`config.mk`:
```
export PLATFORM = sky130hd
export DESIGN_NAME = fetch_queue
export DESIGN_NICKNAME = d
export VERILOG_FILES = /design/src/rtl/fetch_queue.sv
export SDC_FILE = /design/constraint.sdc
export NUM_CORES = 1
export LEC_CHECK = 0
export ABC_CLOCK_PERIOD_IN_PS = 2580
export CAP_MARGIN = 20
export CORE_ASPECT_RATIO = 1.2
export CORE_MARGIN = 5
export CORE_UTILIZATION = 49
export CTS_CLUSTER_DIAMETER = 150
export DETAILED_ROUTE_END_ITERATION = 6
export PLACE_DENSITY = 0.75
export SLEW_MARGIN = 25
export SYNTH_ARGS = -nofsm -noshare
export SYNTH_HDL_FRONTEND = slang
export SYNTH_SLANG_ARGS = --single-unit
```
`constraint.sdc`:
```
create_clock -name clk -period 2.58 [get_ports clk]
set_clock_uncertainty 0.05 [all_clocks]
set_input_delay 0.387 -clock clk [delete_from_list [all_inputs] [get_ports clk]]
set_output_delay 0.387 -clock clk [all_outputs]
set_load 0.005 [all_outputs]
```
`src/rtl/fetch_queue.sv`:
```
// Instruction-fetch front end: owns the PC, issues 1-cycle synchronous reads and queues {pc, ins} for decode.
// Issue-to-out_valid latency is 2 cycles; fetch stalls when queued plus in-flight entries reach DEPTH.
module fetch_queue #(
  parameter int              XLEN     = 32,
  parameter int              ILEN     = 32,
  parameter int              DEPTH    = 4,
  parameter int              PC_STEP  = 4,
  parameter logic [XLEN-1:0] RESET_PC = '0
) (
  input  logic                       clk,
  input  logic                       pc_reset,
  input  logic                       redirect_valid,
  input  logic [XLEN-1:0]            redirect_pc,
  output logic [XLEN-1:0]            ins_address,
  output logic                       ins_read_enable,
  input  logic [ILEN-1:0]            ins_read_data,
  output logic                       out_valid,
  input  logic                       out_ready,
  output logic [XLEN-1:0]            out_pc,
  output logic [ILEN-1:0]            out_ins,
  output logic [$clog2(DEPTH+1)-1:0] count
);

  localparam int CW = $clog2(DEPTH + 1);
  localparam int PW = $clog2(DEPTH);
  localparam logic [XLEN-1:0] ALIGN_MASK = ~(XLEN'(PC_STEP - 1));

  logic [XLEN-1:0] r_pc;
  logic [XLEN-1:0] r_pending_pc;
  logic            r_pending;
  logic [CW-1:0]   r_count;
  logic [PW-1:0]   r_wr_ptr;
  logic [PW-1:0]   r_rd_ptr;

  logic [XLEN-1:0] r_q_pc  [DEPTH];
  logic [ILEN-1:0] r_q_ins [DEPTH];

  logic [CW:0] w_fill;
  logic        w_issue;
  logic        w_push;
  logic        w_pop;
  logic        w_vld;

  // Slot accounting counts the in-flight read so a returning word always has room.
  assign w_fill  = {1'b0, r_count} + {{CW{1'b0}}, r_pending};
  assign w_issue = !pc_reset && !redirect_valid && (w_fill < (CW+1)'(DEPTH));
  assign w_push  = r_pending && !redirect_valid && !pc_reset;
  assign w_vld   = (r_count != '0);
  assign w_pop   = w_vld && out_ready;

  assign ins_read_enable = w_issue;
  assign ins_address     = r_pc;
  assign out_valid       = w_vld;
  assign out_pc          = w_vld ? r_q_pc[r_rd_ptr]  : '0;
  assign out_ins         = w_vld ? r_q_ins[r_rd_ptr] : '0;
  assign count           = r_count;

  always_ff @(posedge clk or posedge pc_reset) begin
    if (pc_reset) begin
      r_pc         <= RESET_PC;
      r_pending    <= 1'b0;
      r_pending_pc <= '0;
      r_count      <= '0;
      r_wr_ptr     <= '0;
      r_rd_ptr     <= '0;
    end else if (redirect_valid) begin
      r_pc      <= redirect_pc & ALIGN_MASK;
      r_pending <= 1'b0;
      r_count   <= '0;
      r_wr_ptr  <= '0;
      r_rd_ptr  <= '0;
    end else begin
      r_pending <= w_issue;
      if (w_issue) begin
        r_pc         <= r_pc + XLEN'(PC_STEP);
        r_pending_pc <= r_pc;
      end
      if (w_push) r_wr_ptr <= r_wr_ptr + PW'(1);
      if (w_pop)  r_rd_ptr <= r_rd_ptr + PW'(1);
      case ({w_push, w_pop})
        2'b10:   r_count <= r_count + CW'(1);
        2'b01:   r_count <= r_count - CW'(1);
        default: r_count <= r_count;
      endcase
    end
  end

  always_ff @(posedge clk) begin
    if (w_push) begin
      r_q_pc[r_wr_ptr]  <= r_pending_pc;
      r_q_ins[r_wr_ptr] <= ins_read_data;
    end
  end

endmodule
```
# Yosys cells after proc, flatten, opt, wreduce, memory -nomap -nowiden
# Memories as Yosys holds them, arrays and structs flattened.
# Cells that the tools add are included.
[word_totals]
ff_bits = 72
ramBits = 256
inputBits = 68
output_inout_bits = 101
word_cells = 44
n_memories = 2
[op_classes]
n_addsub = 6
magnitude_cmp = 1
eq_ne = 2
n_mux = 13
bitwise_logic = 1
reduce_logical = 13
[mem_list]
columns = ["memory", "depth", "width", "rd", "rd_ports_with_merged_regs", "wr", "line", "text"]
rows = [
  ["r_q_ins", 4, 32, 1, 0, 1, "36", "logic [ILEN-1:0] r_q_ins [DEPTH];"],
  ["r_q_pc", 4, 32, 1, 0, 1, "35", "logic [XLEN-1:0] r_q_pc [DEPTH];"],
]
[op_table]
columns = ["op", "n"]
rows = [
  ["2-to-1 mux 32 bit", 4],
  ["adder 32 x 3 -> 32 bit, second input constant", 1],
  ["2-to-1 mux 2 bit", 4],
  ["one-hot mux 3 bit (2 select lines)", 1],
  ["nonzero test 2 bit", 3],
  ["nonzero test 3 bit", 2],
  ["logical AND 1 bit", 5],
  ["adder 2 x 1 -> 2 bit, second input constant", 2],
  ["adder 3 x 1 -> 4 bit", 1],
  ["< comparator 4 x 3 -> 1 bit, second input constant", 1],
  ["adder 3 x 1 -> 3 bit, second input constant", 1],
  ["2-to-1 mux 1 bit", 3],
  ["2-to-1 mux 3 bit", 1],
  ["subtractor 3 x 1 -> 3 bit, second input constant", 1],
  ["== test 2 x 1 -> 1 bit, second input constant", 1],
  ["== test 2 bit, second input constant", 1],
  ["zero test 1 bit", 2],
  ["AND reduction 2 bit", 1],
  ["inverter 1 bit", 1],
]

# Longest topological paths before layout
[depth]
depth_word = 6
mapped_depth = 8
ltp_nobuf = 7

# Least setup slack after synthesis
# Ideal clock, no wire load.
[synth_timing]
path_type = "input port to flip-flop"
start = "in redirect_valid"
end = "mem r_q_ins[1][0] (enable)"
setup_time_ns = 0.426
arrival_time_ns = 2.313
required_ns = 2.104
setup_slack_ns = -0.209
cell_stages = 2
n_path_buf = 0
path_cell_list = "nor3b_2 and2_1"
[synth_via]
elab_chain_len = 5
[synth_lines]
columns = ["element", "line", "text"]
rows = [
  ["start, declared", "12", "input logic redirect_valid,"],
  ["zero test 1 bit", "47", "assign w_push = r_pending && !redirect_valid && !pc_reset;"],
  ["logical AND 1 bit (2 in a row)", "47", ""],
  ["2-to-1 mux 1 bit", "89", "if (w_push) begin"],
  ["2-to-1 mux 1 bit (implied by the code)", "91", "r_q_ins[r_wr_ptr] <= ins_read_data;"],
  ["end, declared", "36", ""],
]
# Every way passes these cells.

# Worst setup path in the final report
[layout_timing]
start = "reg r_rd_ptr[0]"
end = "out out_ins[11]"
[layout_via]
elab_chain_len = 2
[layout_lines]
columns = ["element", "line", "text"]
rows = [
  ["start, declared", "33", "logic [PW-1:0] r_rd_ptr;"],
  ["start signal, assigned", "79", "if (w_pop) r_rd_ptr <= r_rd_ptr + PW'(1);"],
  ["memory (4 x 32 bit)", "-", ""],
  ["2-to-1 mux 32 bit", "55", "assign out_ins = w_vld ? r_q_ins[r_rd_ptr] : '0;"],
  ["end, declared", "20", "output logic [ILEN-1:0] out_ins,"],
]
# Every way passes these cells.

==> summary.md <==
| Metric | Value |
|---|---|
| CTS buffer count | `30` |
| Overall power | `between 0.015 and 0.02 W` |
| Drt total wl | `approximately 28000 um` |
| Die width | `157 um` |
| Initial antenna violation count | `0` |
| DR vias/cell | `5.50` |
| Initial core utilization | `49.9%` |
| Worst Hold Class | `in2async` |
| Layout cell share with drive strength beyond 1 | `27.6%` |
| Total GRT Usage | `19.3%` |
| R2R depth | `8` |
| VDD IR max | `0.513 mV` |
| Ys flop type | `edfxtp_1` |
| Clock buffer depth | `3` |
| Finished Core Util | `64.5%` |
| Flops & latches, synth | `316` |
| Vias in the first global route | `7682` |
| Max Cap Viol | `0` |
| CTS Sinks | `316` |
| Asr flop ratio synth | `21.5%` |
| CP arrival | `2180 ps` |
| Reg-to-reg slack, setup | `roughly 280 ps` |
| Clock transition at the registers of the reported paths | `60 ps` |
| Drt drc | `0` |
| CTS tree | `built` |
| HPWL Detailed | `17400 um` |
| Router iterations before antenna repair | `5` |
| WL per Instance | `about 21 um` |
| PnR worst setup slack | `-41.1 ps` |
| Die Ht | `187 um` |
| RePlAce Congestion | `0.834` |
| Worst slack, placed | `approximately 120 ps` |
| Port Buffers | `between 150 and 200` |
| Status | `finished, violations left` |
| Area delta synth->final | `29.3%` |
| RR Startpoint | `count[2]` |
| Full die area | `0.0294 mm^2` |
| M1 wire length | `11100 um` |
| Static Leakage | `6.04 nW` |
| Worst Path Required | `2140 ps` |
| Failing checks | `setup timing` |
| Least-Margin Pin Slew | `787 ps` |
| Clk_lat worst skew | `540 ps` |
| Top layer in use | `met4` |
| Hold_ws | `167 ps` |
| Final Hold Fails | `0` |
| Worst slew margin | `47.5%` |
| Final Cycle Share | `102%` |
| IO Count | `between 150 and 200` |
| Grt total ovfl | `0` |
| Vias | `7409` |
| Initial DRC count | `456` |
| Syn avg cell area | `16.3 um^2` |
| Final ANT Viol Nets | `0` |
| Fin crit period | `about 2600 ps` |
| H-tree depth | `1` |
| Slew Limit Fails | `0` |
| Largest net degree at the start of global routing | `61` |
| Fmax | `382 MHz` |
| CP endpoint kind | `primary output` |
| # fillers | `~1800` |
| Final instance area | `approximately 0.017 mm^2` |
| EDFF count, synth | `248` |
| First-pass GRT wire length | `44500 um` |
| PwrDens | `927 mW/mm^2` |
| Fin nets | `1067` |
| CP Max Fanout | `7` |
| Syn. warnings | `0` |
| Cell Area, Synth | `0.0128 mm^2` |
| Critical Path Start | `r_rd_ptr[0]` |
| Commonest non-fill, non-tap cell in the layout | `edfxtp_1` |
| Met3 routed WL | `around 1700 um` |
| Core area | `approximately 0.026 mm^2` |
| Post-synth cell types | `50` |
| Endpoints failing setup | `12` |
| Inserted Diodes | `0` |
| Startpoint Class | `register` |
| Synth Instances | `784` |
| Met2 WL | `14900 um` |
| Row count | `between 60 and 70` |
| Critical Path Sink | `out_ins[11]` |
| CTS Root Cell | `clkbuf_16` |
| Seq/Total Area, Yosys | `71.6%` |
| RSZ-0062 raised after global routing | `true` |
| Placed Area | `0.0151 mm^2` |
| Most frequent cells in the layout | `248 x edfxtp_1, 125 x nand2_1, 97 x clkdlybuf4s50_1` |
| Reg2Reg Capture Point | `count[2]` |
| Setup CP Type | `reg2out` |
state kept, by name (all words and copies together) (netlist names):
name / flops
r_pending_pc: 30
r_q_ins: 128
r_q_pc: 120
r_rd_ptr: 2
r_pending: 1
ins_address: 30
count: 3
r_wr_ptr: 2
metrics by stage:
stage               cells  TNS (ps)
floorplan             787         0
CTS                  1345     -2680
finish               1346      -151
global placement     1268      -608
global route         1346     -2550
detailed placement   1268         0
power by group:
group	internal, W	switching [W]	leakage [nW]	total (W)
registers	0.00600	0.000387	3.09	0.00639
logic	0.00254	0.00174	2.44	0.00428
clock network	0.00291	0.00175	0.510	0.00466
cells in the mapped netlist (5+ instances only):
cell type | count | area share (%)
edfxtp_1 | 248 | 58
nand2_1 | 125 | 3.7
and2_1 | 73 | 3.6
dfrtp_1 | 68 | 13
mux4_2 | 62 | 11
clkbuf_1 | 26 | 0.76
o21ai_0 | 22 | 0.86
nor2_1 | 18 | 0.53
nand4_1 | 16 | 0.78
buf_2 | 11 | 0.43
nand3_1 | 11 | 0.43
o211ai_1 | 10 | 0.59
inv_1 | 8 | 0.23
o311ai_0 | 7 | 0.48
buf_4 | 6 | 0.35
a21oi_1 | 5 | 0.20
ha_1 | 5 | 0.49
nor2b_1 | 5 | 0.24
metal layers:
| metal | global-route usage (%) | vias to the layer above |
|---|---|---|
| met5 | 0 | - |
| met4 | 3.84 | 0 |
| met3 | 3.03 | 38 |
| met2 | 34.1 | 230 |
| met1 | 25.4 | 3744 |
| li1 | - | 3397 |
final cells by class:
cell class | count | area [um^2] | area share [%]
clock buffer | 38 | 812 | 4.91
clock inverter | 17 | 256 | 1.55
inverter | 9 | 33.8 | 0.204
multi-input combinational | 417 | 3520 | 21.3
sequential | 316 | 9160 | 55.4
tap | 330 | 413 | 2.50
timing repair buffer | 219 | 2330 | 14.1
critical path: stages (launching register included):
cell,delay (ps)
dfrtp_4,510
buf_12,150
buf_8,130
buf_16,140
mux4_2,460
and2_4,160
buf_6,110
worst min-delay path by stage:
stage / startpoint / endpoint / slack (ps) / cells after the start
detailed placement: r_pending_pc[7] / r_q_pc[2][7] / 450 / 0
finish: pc_reset / count[2] / 170 / 2
global route: pc_reset / r_pending / 180 / 2
global placement: r_pending_pc[15] / r_q_pc[1][15] / 440 / 0
floorplan: r_pending_pc[10] / r_q_pc[0][10] / 430 / 0
CTS: pc_reset / r_pending / 150 / 2
logic make-up (layout without fill, tap and decap cells):
group | after synthesis | in the layout | share of synthesized area, %
AO/OA/AOI/OAI | 64 | 64 | 3.43
XOR/XNOR | 8 | 8 | 0.548
adder cells (fa/ha/maj) | 6 | 6 | 0.646
buffers and inverters | 54 | 283 | 1.88
flip-flops | 316 | 316 | 71.6
multiplexers | 64 | 64 | 11.1
other | 1 | 4 | 0.0293
AND/OR/NAND/NOR | 271 | 271 | 10.8
timing repair:
item                       4_1_cts  5_1_grt
buffers inserted                17        2
gates resized for setup        286       44
setup endpoints to repair       64       54
pin swaps                       50        1
cloned                           7        0
hold buffers                     0        0
Power figures use the tool's default switching activity.
